## src/rtl/bf_mem_arbiter.sv

```systemverilog
// bf_mem_arbiter
// Shares the single-port synchronous tape RAM between two pipeline stages.
// Each requester holds req (with we/addr/wdata stable) until it sees a
// one-cycle ack; reads additionally return a one-cycle drdy with rdata.
//
// Ports:
//   clk, reset           clock, synchronous active-high reset
//   req0/1, we0/1        request and write-enable per port
//   addr0/1, wdata0/1    address and write data per port
//   ack0/1               request issued to RAM (one-cycle pulse)
//   drdy0/1, rdata0/1    read data valid pulse and held read data
//   mem_en, mem_we       RAM strobe and write enable
//   mem_addr, mem_wdata  RAM address and write data (held outside ISSUE)
//   mem_rdata            RAM read data, valid one cycle after mem_en
//
// Build option: define BF_ARB_FIXED_PRIO_EN to make port 0 win every
// conflict; otherwise conflicts are resolved round-robin.
module bf_mem_arbiter #(
   parameter int AW = 16,
   parameter int DW = 8
) (
   input  logic          clk,
   input  logic          reset,
   input  logic          req0,
   input  logic          req1,
   input  logic          we0,
   input  logic          we1,
   input  logic [AW-1:0] addr0,
   input  logic [AW-1:0] addr1,
   input  logic [DW-1:0] wdata0,
   input  logic [DW-1:0] wdata1,
   output logic          ack0,
   output logic          ack1,
   output logic          drdy0,
   output logic          drdy1,
   output logic [DW-1:0] rdata0,
   output logic [DW-1:0] rdata1,
   output logic          mem_en,
   output logic          mem_we,
   output logic [AW-1:0] mem_addr,
   output logic [DW-1:0] mem_wdata,
   input  logic [DW-1:0] mem_rdata
);

   typedef enum logic [1:0] {
      ST_IDLE  = 2'd0,
      ST_ISSUE = 2'd1,
      ST_DATA  = 2'd2
   } state_t;

   state_t r_state;
   logic   r_gnt;   // latched winner, selects which port receives read data
   logic   r_rd;    // latched op is a read

   // Winner of the current IDLE sample (1 = port 1).
   logic   w_win;

`ifdef BF_ARB_FIXED_PRIO_EN
   // Port 1 only wins when port 0 is not asking.
   assign w_win = req1 & ~req0;
`else
   logic   r_last;  // port that won most recently
   // On a conflict the port that did not win last time goes next.
   assign w_win = (req0 & req1) ? ~r_last : req1;
`endif

   logic          w_we;
   logic [AW-1:0] w_addr;
   logic [DW-1:0] w_wdata;

   assign w_we    = w_win ? we1    : we0;
   assign w_addr  = w_win ? addr1  : addr0;
   assign w_wdata = w_win ? wdata1 : wdata0;

   always_ff @(posedge clk) begin
      if (reset) begin
         r_state   <= ST_IDLE;
         r_gnt     <= 1'b0;
         r_rd      <= 1'b0;
`ifndef BF_ARB_FIXED_PRIO_EN
         r_last    <= 1'b1;
`endif
         ack0      <= 1'b0;
         ack1      <= 1'b0;
         drdy0     <= 1'b0;
         drdy1     <= 1'b0;
         rdata0    <= '0;
         rdata1    <= '0;
         mem_en    <= 1'b0;
         mem_we    <= 1'b0;
         mem_addr  <= '0;
         mem_wdata <= '0;
      end else begin
         // Pulses default low; mem_addr/mem_wdata/rdataN hold.
         ack0   <= 1'b0;
         ack1   <= 1'b0;
         drdy0  <= 1'b0;
         drdy1  <= 1'b0;
         mem_en <= 1'b0;
         mem_we <= 1'b0;

         case (r_state)
            ST_IDLE: begin
               if (req0 | req1) begin
                  r_state   <= ST_ISSUE;
                  r_gnt     <= w_win;
                  r_rd      <= ~w_we;
`ifndef BF_ARB_FIXED_PRIO_EN
                  r_last    <= w_win;
`endif
                  // Registered here so the RAM sees the access during ISSUE.
                  ack0      <= ~w_win;
                  ack1      <= w_win;
                  mem_en    <= 1'b1;
                  mem_we    <= w_we;
                  mem_addr  <= w_addr;
                  mem_wdata <= w_wdata;
               end
            end

            ST_ISSUE: begin
               r_state <= r_rd ? ST_DATA : ST_IDLE;
            end

            ST_DATA: begin
               // mem_rdata is valid now, one cycle after the strobe.
               r_state <= ST_IDLE;
               if (r_gnt) begin
                  rdata1 <= mem_rdata;
                  drdy1  <= 1'b1;
               end else begin
                  rdata0 <= mem_rdata;
                  drdy0  <= 1'b1;
               end
            end

            default: r_state <= ST_IDLE;
         endcase
      end
   end

endmodule
```

## config.mk

```make
export PLATFORM = sky130hd
export DESIGN_NAME = bf_mem_arbiter
export DESIGN_NICKNAME = d
export VERILOG_FILES = /design/src/rtl/bf_mem_arbiter.sv
export SDC_FILE = /design/constraint.sdc
export NUM_CORES = 1
export LEC_CHECK = 0
export CAP_MARGIN = 40
export CORE_UTILIZATION = 42
export CTS_CLUSTER_SIZE = 14
export DETAILED_ROUTE_END_ITERATION = 6
export PLACE_DENSITY = 0.85
export SYNTH_ARGS = -nofsm -noshare
export SYNTH_HDL_FRONTEND = slang
export SYNTH_SLANG_ARGS = --single-unit
export TNS_END_PERCENT = 1
```

## constraint.sdc

```tcl
create_clock -name clk -period 2 [get_ports clk]
set_clock_uncertainty 0.05 [all_clocks]
set_input_delay 0.4 -clock clk [delete_from_list [all_inputs] [get_ports clk]]
set_output_delay 0.4 -clock clk [all_outputs]
set_load 0.02 [all_outputs]
```

==> summary.md, run 1 <==
| Metric | Value |
|---|---|
| Status | `finished, final reports clean` |
| Final slew viol count | `0` |
| Place WS | `0.143 ns` |
| Worst-Skew Late Latency | `0.30 ns` |
| Internal power | `1640 uW` |
| Vias in the first global route | `1,884` |
| Relative slew slack | `61.8%` |
| Setup WS post-layout | `0.286 ns` |
| Most common cell after layout, fill and taps aside | `clkdlybuf4s50_1` |
| Clk buf depth | `2` |
| Worst Hold Depth | `2` |
| Routed WL | `4930 um` |
| Global Route Usage Sum | `19.7%` |
| WL met1 | `1980 um` |
| Crit-path leading delay family | `buffers and inverters` |
| Row count | `25` |
| CP Capture Type | `output pin` |
| Top sig layer | `met4` |
| Drt wl/cell | `12.5 um` |
| Resize count post-CTS | `0` |
| Port bufs | `107` |
| Slowest cell on the critical path | `clkdlybuf4s50_1` |
| Worst-Margin Slew | `0.572 ns` |
| Switch share | `27.7%` |
| Final min period | `1.71 ns` |
| Nets | `389` |
| Post-synthesis register bit count | `51` |
| Met3 wire length | `469 um` |
| Root buf cell | `clkbuf_8` |
| Antenna Nets Post-Route | `0` |
| Reg power frac | `49.2%` |
| Comb pwr share | `26.3%` |
| Clock-pin slew on the worst setup and hold paths | `0.09 ns` |
| Worst Path Arrival | `1.26 ns` |
| Worst path cell trace | `clkdlybuf4s50_1` |
| Hold crit path type | `reg -> reg` |
| CTS hold repair buffers | `0` |
| Worst endpoint required time | `1.55 ns` |
| Storage element area | `0.00102 mm2` |
| IO Pins | `108` |
| Initial antenna violation count | `0` |
| Die area | `0.00522 mm2` |
| Setup crit start kind | `register` |
| First-pass GRT wire length | `7980 um` |
| Number of cells on the critical path | `1` |
| PwrDens | `679 mW/mm2` |
| Leak | `0.00131 uW` |
| CTS HTree Levels | `2` |
| Slowest Stage Delay on Critical Path | `0.62 ns` |
| Worst r2r path cells | `3` |
| Layout cell share with drive strength beyond 1 | `12.2%` |
| Area grow syn2layout | `61.0%` |
| Post-Syn Nets | `283` |
| RSZ-0062 raised after global routing | `no` |
| Post-Syn Area per Cell | `9.38 um2` |
| 1st-iter DRT viols | `51` |
| Post-DP HPWL | `3620 um` |
| Achievable Freq | `583 MHz` |
| Mapped Area | `0.00207 mm2` |
| Post-CTS setup buffer count | `0` |
| DP Cell Count | `387` |
| Die height | `72.3 um` |
| Register area share after synthesis | `49.2%` |
| Routability cong. | `0.699` |
| Final setup viols | `0` |
| Area of the multi-input gates | `966 um2` |
| Cell count after synthesis | `221` |
| Vias | `1,914` |
| Distinct cells, synth | `20` |
| Drt pass-1 iters | `4` |
| Period utilisation layout | `85.7%` |
| Clock share of power | `24.5%` |
| Largest fanout on the critical path | `2` |
| Non-filler cells, final | `395` |
| Final setup TNS | `0 ns` |
| Maxcap violations | `0` |
| Worst vdd ir | `0.413 mV` |
| Via/cell ratio | `4.85` |
| Core area | `0.00472 mm2` |
| CP Class | `reg -> out` |
| GRT overflow | `0` |
| Commonest cells after routing, fill and taps aside | `clkdlybuf4s50_1, nand2_1, dfxtp_1` |
| Buf+Inv Stages, Crit Path | `1` |
| Clock sinks | `51` |
| # diodes | `0` |
| Design Power | `2270 uW` |
| Largest net degree at the start of global routing | `26` |
| Num CTS Buffers | `5` |
| Final Hold Fails | `0` |
| Initial Utilization | `43.9%` |
| WL met2 | `2430 um` |
| Switching power | `629 uW` |
| CTS tree | `yes` |
| DRC | `0` |
| Synth Warn # | `0` |
| Die width | `72.3 um` |
| Filler instances | `381` |
[cell usage after synthesis]
master	n	area, um2
mux2i_1	17	170
nand3b_1	1	7.51
buf_4	1	7.51
nand2_1	54	203
a311oi_2	18	270
nor3_1	3	15.0
nor2b_1	1	6.26
dfxtp_1	51	1020
o21ai_1	1	5.00
buf_2	8	40.0
nor4bb_1	1	10.0
nor2_1	44	165
nand2_2	1	6.26
nor3b_1	1	7.51
clkbuf_1	6	22.5
a21oi_1	3	15.0
a311oi_1	6	52.6
a21boi_4	1	18.8
o21a_1	1	7.51
buf_6	2	22.5
[cell families (layout without fill, tap and decap cells)]
family | after synthesis | after routing | share of synthesized area [%]
buffers and inverters | 17 | 124 | 4.47
multiplexers | 17 | 17 | 8.21
AND/OR/NAND/NOR | 106 | 106 | 20.3
flip-flops | 51 | 51 | 49.2
AO/OA/AOI/OAI | 30 | 30 | 17.8
[state kept, by name, indices dropped and copies added, names as in the netlist]
name       count
ack1           1
mem_wdata      8
r_gnt          1
r_rd           1
rdata1         8
mem_en         1
rdata0         8
drdy1          1
mem_addr      16
r_last         1
r_state        2
ack0           1
drdy0          1
mem_we         1
[power by group through the flow]
stage / Clock (uW) / Sequential [uW] / Combinational [uW]
after floorplan: 0 / 1210 / 220
after global placement: 0 / 1140 / 587
after detailed placement: 0 / 1140 / 598
after CTS: 581 / 1120 / 601
after global routing: 613 / 1120 / 642
final: 556 / 1120 / 595
[per-layer routing]
layer  up-vias  global-route usage [%]
met2        76                    34.3
li1        964                       -
met4         0                    7.19
met5         -                       0
met3         5                    9.03
met1       869                    20.9
[final cells by class]
cell class                 count  area share [%]
multi-input combinational    153            28.9
timing repair buffer         116            35.5
clock inverter                 3           0.450
clock buffer                   5            2.06
tap                           67            2.51
sequential                    51            30.6
[metrics by stage]
stage                     area [um2]  hold slack (ns)  util [%]
after CTS                       3340            0.427      70.7
after floorplan                 2070            0.381         -
after global placement          3250            0.388      68.9
after detailed placement        3250            0.410      68.9
final                           3340            0.423      70.7
after global routing            3340            0.438      70.7
[path summary, 6_finish.rpt]
kind                 from      endpoint  slack, ns
min reg2reg          r_rd          r_rd       0.42
max reg2reg    r_state[0]     rdata1[0]       0.62
max          mem_wdata[7]  mem_wdata[7]       0.29
min                  r_rd          r_rd       0.42
Note: power is estimated with default switching activity, not from simulation.
==> inputs of run 2 (changes only) <==
Settings changed: CORE_UTILIZATION 42 to 60, DONT_BUFFER_PORTS from default to 1, HOLD_SLACK_MARGIN from default to 0.15, PLACE_DENSITY 0.85 to 0.76.
==> run 2 against run 1 <==
- critical path depth is 4 higher
- routed wire length is 6.5% higher
- register-to-register slack worse by 0.54 ns
- count of clock-buffer cells in the layout is 1 higher
- hold slack worse by 0.26 ns
- power is 0.29% higher
- first-iteration DRC count is 59% higher
- sequential power is 8% higher
- worst setup slack worse by 0.21 ns
- combinational power is 37% lower
- highest routed layer unchanged
==> summary.md, run 2 (same netlist as run 1, synthesis figures left out) <==
| Metric | Value |
|---|---|
| Status | `finished, final reports clean` |
| Period utilisation layout | `96.1% (+10 points)` |
| Final setup viols | `0 (unchanged)` |
| Relative slew slack | `61.6% (-0.19 points)` |
| Initial Utilization | `65.8% (+22 points)` |
| Routed WL | `5260 um (+6.5%)` |
| Global Route met3 Usage | `8.96% (-0.073 points)` |
| Clock sinks | `51 (unchanged)` |
| Drt wl/cell | `17.2 um (+38%)` |
| Antenna Nets Post-Route | `0 (unchanged)` |
| DRC | `0 (unchanged)` |
| Global Route met1 Usage | `28.5% (+7.6 points)` |
| Crit-path leading delay family | `buffers and inverters` |
| Worst-Skew Late Latency | `0.36 ns (+0.06 ns)` |
| Final setup TNS | `0 ns (unchanged)` |
| Leak | `0.00110 uW (-16%)` |
| Final Hold Fails | `0 (unchanged)` |
| Reg2Reg Setup Slack | `0.08 ns (-0.54 ns)` |
| Largest fanout on the critical path | `24 (+22)` |
| Clk buf depth | `2 (unchanged)` |
| Met2 usage | `48.2% (+14 points)` |
| PwrDens | `847 mW/mm2 (+25%)` |
| Hold Path Sink | `mem_addr[2]` |
| CP Class | `reg -> reg` |
| Final slew viol count | `0 (unchanged)` |
| Die width | `60.8 um (-16%)` |
| GRT overflow | `0 (unchanged)` |
| Max reg flops | `16 (unchanged)` |
| Final core area utilization | `85.1% (+14 points)` |
| Die height | `60.8 um (-16%)` |
| Worst-Margin Slew | `0.572 ns (+0.000776 ns)` |
| Worst Hold Depth | `2 (unchanged)` |
| Hold crit path type | `in -> reg` |
| Worst r2r path cells | `5 (+2)` |
| Num CTS Buffers | `5 (unchanged)` |
| CTS HTree Levels | `2 (unchanged)` |
| Hold Path Origin | `addr1[2]` |
| Slowest Stage Delay on Critical Path | `0.61 ns (about the same)` |
| Setup crit start kind | `register` |
| Nets | `323 (-17%)` |
| Port bufs | `0 (-100%)` |
| Layout cell share with drive strength beyond 1 | `13.7% (+1.5 points)` |
| Reg-to-reg critical path startpoint | `r_last` |
| Worst Path Arrival | `2.19 ns (+0.93 ns)` |
| Die area | `0.00369 mm2 (-29%)` |
| Core area | `0.00315 mm2 (-33%)` |
| Worst endpoint required time | `2.26 ns (+0.71 ns)` |
| CP Capture Type | `register` |
| Final min period | `1.92 ns (+0.209 ns)` |
| Achievable Freq | `520 MHz (-11%)` |
| Maxcap violations | `0 (unchanged)` |
| First-pass GRT wire length | `7020 um (-12%)` |
| Slowest cell on the critical path | `dlygate4sd3_1` |
| Root buf cell | `clkbuf_4` |
| Largest net degree at the start of global routing | `52 (+100%)` |
| Filler instances | `183 (-52%)` |
| Via/cell ratio | `5.75 (+19%)` |
| Most common cell after layout, fill and taps aside | `nand2_1` |
| Reg-to-reg endpoint | `mem_addr[4]` |
| Gr busiest metal | `met2` |
| Row count | `20 (-20%)` |
| Post-DP HPWL | `2800 um (-23%)` |
| Commonest cells after routing, fill and taps aside | `nand2_1, dfxtp_1, dlygate4sd3_1` |
| Clock-pin slew on the worst setup and hold paths | `0.13 ns (+0.04 ns)` |
| Initial antenna violation count | `0 (unchanged)` |
| Drt pass-1 iters | `4 (unchanged)` |
| IO Pins | `108 (unchanged)` |
| Area grow syn2layout | `29.4%` |
| Buf+Inv Stages, Crit Path | `2 (+1)` |
| Area of the multi-input gates | `973 um2 (+0.78%)` |
| Routability cong. | `0.732 (+4.7%)` |
| 1st-iter DRT viols | `81 (+59%)` |
| CTS tree | `yes` |
| Vias in the first global route | `1,531 (-19%)` |
| Largest Register | `mem_addr` |
| Global Route Usage Sum | `26.5% (+6.8 points)` |
| Worst vdd ir | `0.644 mV (+56%)` |
| # diodes | `0 (unchanged)` |
| Storage element area | `0.00102 mm2 (unchanged)` |
| Vias | `1,761 (-8.0%)` |
| Worst path cell trace | `a21boi_4, buf_6, nand2_1, a311oi_1, dlygate4sd3_1` |
| RSZ-0062 raised after global routing | `no` |
==> run 2: metal layers <==
| metal | up-vias | part of all wire [%] |
|---|---|---|
| li1 | 832 | - |
| met4 | 0 | 1.6 |
| met2 | 106 | 53 |
| met3 | 9 | 9.0 |
| met5 | - | 0 |
| met1 | 814 | 36 |
==> run 2: power by group <==
group,internal [uW],switching [uW]
Combinational,185,188
Sequential,1080,122
Clock,390,305
==> run 2: worst max-delay path by stage <==
| stage | start | to | slack, ns | cells past startpoint |
|---|---|---|---|---|
| 2_1_floorplan | reset | mem_addr[12] | 0.75 | 3 |
| 3_3_place_gp | r_state[1] | mem_wdata[7] | 0.67 | 5 |
| 3_5_place_dp | r_state[1] | mem_addr[4] | 0.59 | 5 |
| 4_1_cts | r_state[0] | mem_addr[9] | 0.04 | 6 |
| 5_1_grt | r_state[1] | mem_addr[15] | 0.01 | 6 |
| 6_report | r_last | mem_addr[4] | 0.08 | 5 |
==> run 2: final cells by class <==
| class | instances | share of cell area [%] |
|---|---|---|
| Sequential cell | 51 | 38.1 |
| Multi-Input combinational cell | 153 | 36.3 |
| Timing Repair Buffer | 50 | 19.8 |
| Clock inverter | 2 | 2.24 |
| Tap cell | 44 | 2.05 |
| Clock buffer | 6 | 1.54 |
==> run 2: repair_timing <==
item                                    in CTS  in global routing
endpoints found under the hold margin       51                  7
gates resized for setup                      0                  3
hold buffers                                36                  9
buffers inserted                             0                  1
endpoints found under the setup margin       0                 10
==> run 2: worst reg2reg max path, stage by stage (launching register included) <==
cell and delay, ns:
dfxtp_1 0.38, a21boi_4 0.20, buf_6 0.23, nand2_1 0.09, a311oi_1 0.32, dlygate4sd3_1 0.61
==> run 2: stage by stage <==
step	hold slack, ns	total power (uW)	area (um2)	worst slack (ns)	instances
final	0.165	2270	2680	0.0770	306
after global routing	0.159	2370	2680	0.0109	306
after CTS	0.150	2230	2550	0.0424	295
after detailed placement	0.389	1460	2080	0.589	251
after global placement	0.386	1440	2080	0.672	251
after floorplan	0.381	1430	2070	0.747	221
==> inputs of run 3 (changes only) <==
Settings changed: CTS_BUF_LIST from default to sky130_fd_sc_hd__clkbuf_8.
==> run 3 against run 2 <==
- sequential cell count did not move
- cell area fell by 17%
- fmax rose by 34%
- global-route usage fell by 4.8 points
==> summary.md, run 3 (same netlist as run 1, synthesis figures left out) <==
| Metric | Value |
|---|---|
| Status | `finished, final reports clean` |
| Vias | `1,537 (-13%)` |
| Post-DP HPWL | `2800 um (unchanged)` |
| Root buf cell | `clkbuf_8` |
| Layout cell share with drive strength beyond 1 | `15.2% (+1.5 points)` |
| Die height | `60.8 um (unchanged)` |
| Initial antenna violation count | `0 (unchanged)` |
| Largest Register | `mem_addr` |
| Initial Utilization | `65.8% (unchanged)` |
| CTS HTree Levels | `2 (unchanged)` |
| Global Route Usage Sum | `21.7% (-4.8 points)` |
| CP Capture Type | `register` |
| Vias in the first global route | `1,337 (-13%)` |
| GRT overflow | `0 (unchanged)` |
| RSZ-0062 raised after global routing | `no` |
| DRC | `0 (unchanged)` |
| Reg power frac | `53.1% (about the same)` |
| Final setup viols | `0 (unchanged)` |
| Hold crit path type | `in -> reg` |
| Die area | `0.00369 mm2 (unchanged)` |
| Clock-pin slew on the worst setup and hold paths | `0.09 ns (-0.04 ns)` |
| Placed cell areas | `0.00208 mm2 (unchanged)` |
| Most used cell, CP | `nor2_1` |
| Drt wl/cell | `15.3 um (-11%)` |
| Routability cong. | `0.732 (unchanged)` |
| Slowest cell on the critical path | `dfxtp_1` |
| PwrDens | `1010 mW/mm2 (+19%)` |
| Num CTS Buffers | `5 (unchanged)` |
| CP Class | `reg -> reg` |
| Worst-Margin Slew | `0.587 ns (+0.0149 ns)` |
| Met2 usage | `38.3% (-9.9 points)` |
| # diodes | `0 (unchanged)` |
| Slowest Stage Delay on Critical Path | `0.34 ns (-0.27 ns)` |
| Port bufs | `0 (unchanged)` |
| Final hold slack | `0.197 ns (+0.0314 ns)` |
| Worst path cell trace | `nor2_1, o21a_2, buf_12, nor2_1, a311oi_1` |
| Relative slew slack | `60.6% (-1.0 points)` |
| Commonest cells after routing, fill and taps aside | `nand2_1, dfxtp_1, nor2_1` |
| Via/cell ratio | `5.89 (+2.3%)` |
| Antenna Nets Post-Route | `0 (unchanged)` |
| Design Power | `2260 uW (-0.51%)` |
| Clk buf depth | `2 (unchanged)` |
| Reg2Reg Setup Slack | `0.56 ns (+0.49 ns)` |
| Row count | `20 (unchanged)` |
| Max reg flops | `16 (unchanged)` |
| Worst Path Arrival | `1.59 ns (-0.60 ns)` |
| Reg-to-reg critical path startpoint | `r_state[1]` |
| IO Pins | `108 (unchanged)` |
| Worst vdd ir | `0.682 mV (+5.8%)` |
| Internal power | `1680 uW (+1.2%)` |
| Final Hold Fails | `0 (unchanged)` |
| Non-filler cells, final | `261 (-15%)` |
| Drt pass-1 iters | `4 (unchanged)` |
| Achievable Freq | `697 MHz (+34%)` |
| Finished Cell Area | `0.00224 mm2 (-17%)` |
| Gr busiest metal | `met2` |
| Largest net degree at the start of global routing | `51 (-1.9%)` |
| Period utilisation layout | `71.8% (-24 points)` |
| Comb pwr share | `11.1% (-5.3 points)` |
| Final min period | `1.44 ns (-0.488 ns)` |
| Worst endpoint required time | `2.16 ns (-0.10 ns)` |
| Core area | `0.00315 mm2 (unchanged)` |
| Hold Path Sink | `rdata1[5]` |
| CTS tree | `yes` |
| Final setup TNS | `0 ns (unchanged)` |
| Clock sinks | `51 (unchanged)` |
| Leak | `0.000897 uW (-18%)` |
| Most common cell after layout, fill and taps aside | `nand2_1` |
| DP Cell Count | `251 (unchanged)` |
| 1st-iter DRT viols | `54 (-33%)` |
| Clock share of power | `35.8% (+5.2 points)` |
| Switch share | `25.8% (-1.2 points)` |
| Routed WL | `3990 um (-24%)` |
| Worst r2r path cells | `5 (unchanged)` |
| Final slew viol count | `0 (unchanged)` |
| Setup crit start kind | `register` |
| Hold Path Origin | `mem_rdata[5]` |
| Switching power | `583 uW (-5.1%)` |
| Worst Hold Depth | `2 (unchanged)` |
| Area grow syn2layout | `8.03%` |
| Global Route met1 Usage | `22.5% (-6.0 points)` |
| Resize count post-CTS | `0 (unchanged)` |
| Global Route met3 Usage | `8.96% (unchanged)` |
| Nets | `278 (-14%)` |
| Largest fanout on the critical path | `50 (+110%)` |
| Die width | `60.8 um (unchanged)` |
| Worst-Skew Late Latency | `0.30 ns (-0.06 ns)` |
| First-pass GRT wire length | `5740 um (-18%)` |
| Maxcap violations | `0 (unchanged)` |
| Reg-to-reg endpoint | `mem_addr[4]` |
-- run 3: power by group through the flow --
stage	combinational [uW]	clock (uW)	sequential, uW
floorplan	220	0	1210
global placement	216	0	1220
detailed placement	230	0	1230
CTS	253	821	1200
global route	276	867	1210
finish	251	810	1200
-- run 3: stage by stage --
step | util, % | worst slack, ns
after floorplan | - | 0.747
after global placement | 65.9 | 0.672
after detailed placement | 65.9 | 0.589
after CTS | 71.0 | 0.569
after global routing | 71.0 | 0.443
final | 71.0 | 0.565
-- run 3: final cells by class --
cell class	instances	area, um2
timing repair buffer	5	65.1
multi-input combinational	153	966
sequential	51	1020
tap	44	55.1
clock inverter	3	63.8
fill	247	913
clock buffer	5	68.8
-- run 3: how the worst max path moves through the flow --
stage,slack (ns),cells after the start,endpoint,start
floorplan,0.75,3,mem_addr[12],reset
CTS,0.57,5,mem_addr[4],r_state[0]
detailed placement,0.59,5,mem_addr[4],r_state[1]
finish,0.56,5,mem_addr[4],r_state[1]
global placement,0.67,5,mem_wdata[7],r_state[1]
global route,0.44,5,mem_addr[8],r_state[1]
-- run 3: what timing repair did --
item,4_1_cts,5_1_grt
hold endpoints to repair,50,0
buffers inserted,0,0
hold buffers,2,0
-- run 3: worst max-delay path, delay by kind of cell, from the launching register on --
kind / cells / cell delay (ns)
AO/OA/AOI/OAI: 2 / 0.45
flip-flops: 1 / 0.34
buffers and inverters: 1 / 0.24
AND/OR/NAND/NOR: 2 / 0.25
-- run 3: routing by layer --
layer  part of all wire, %  vias up
li1                      -      743
met1                    38      711
met2                    51       74
met3                   9.2        9
met4                   2.0        0
met5                     0        -
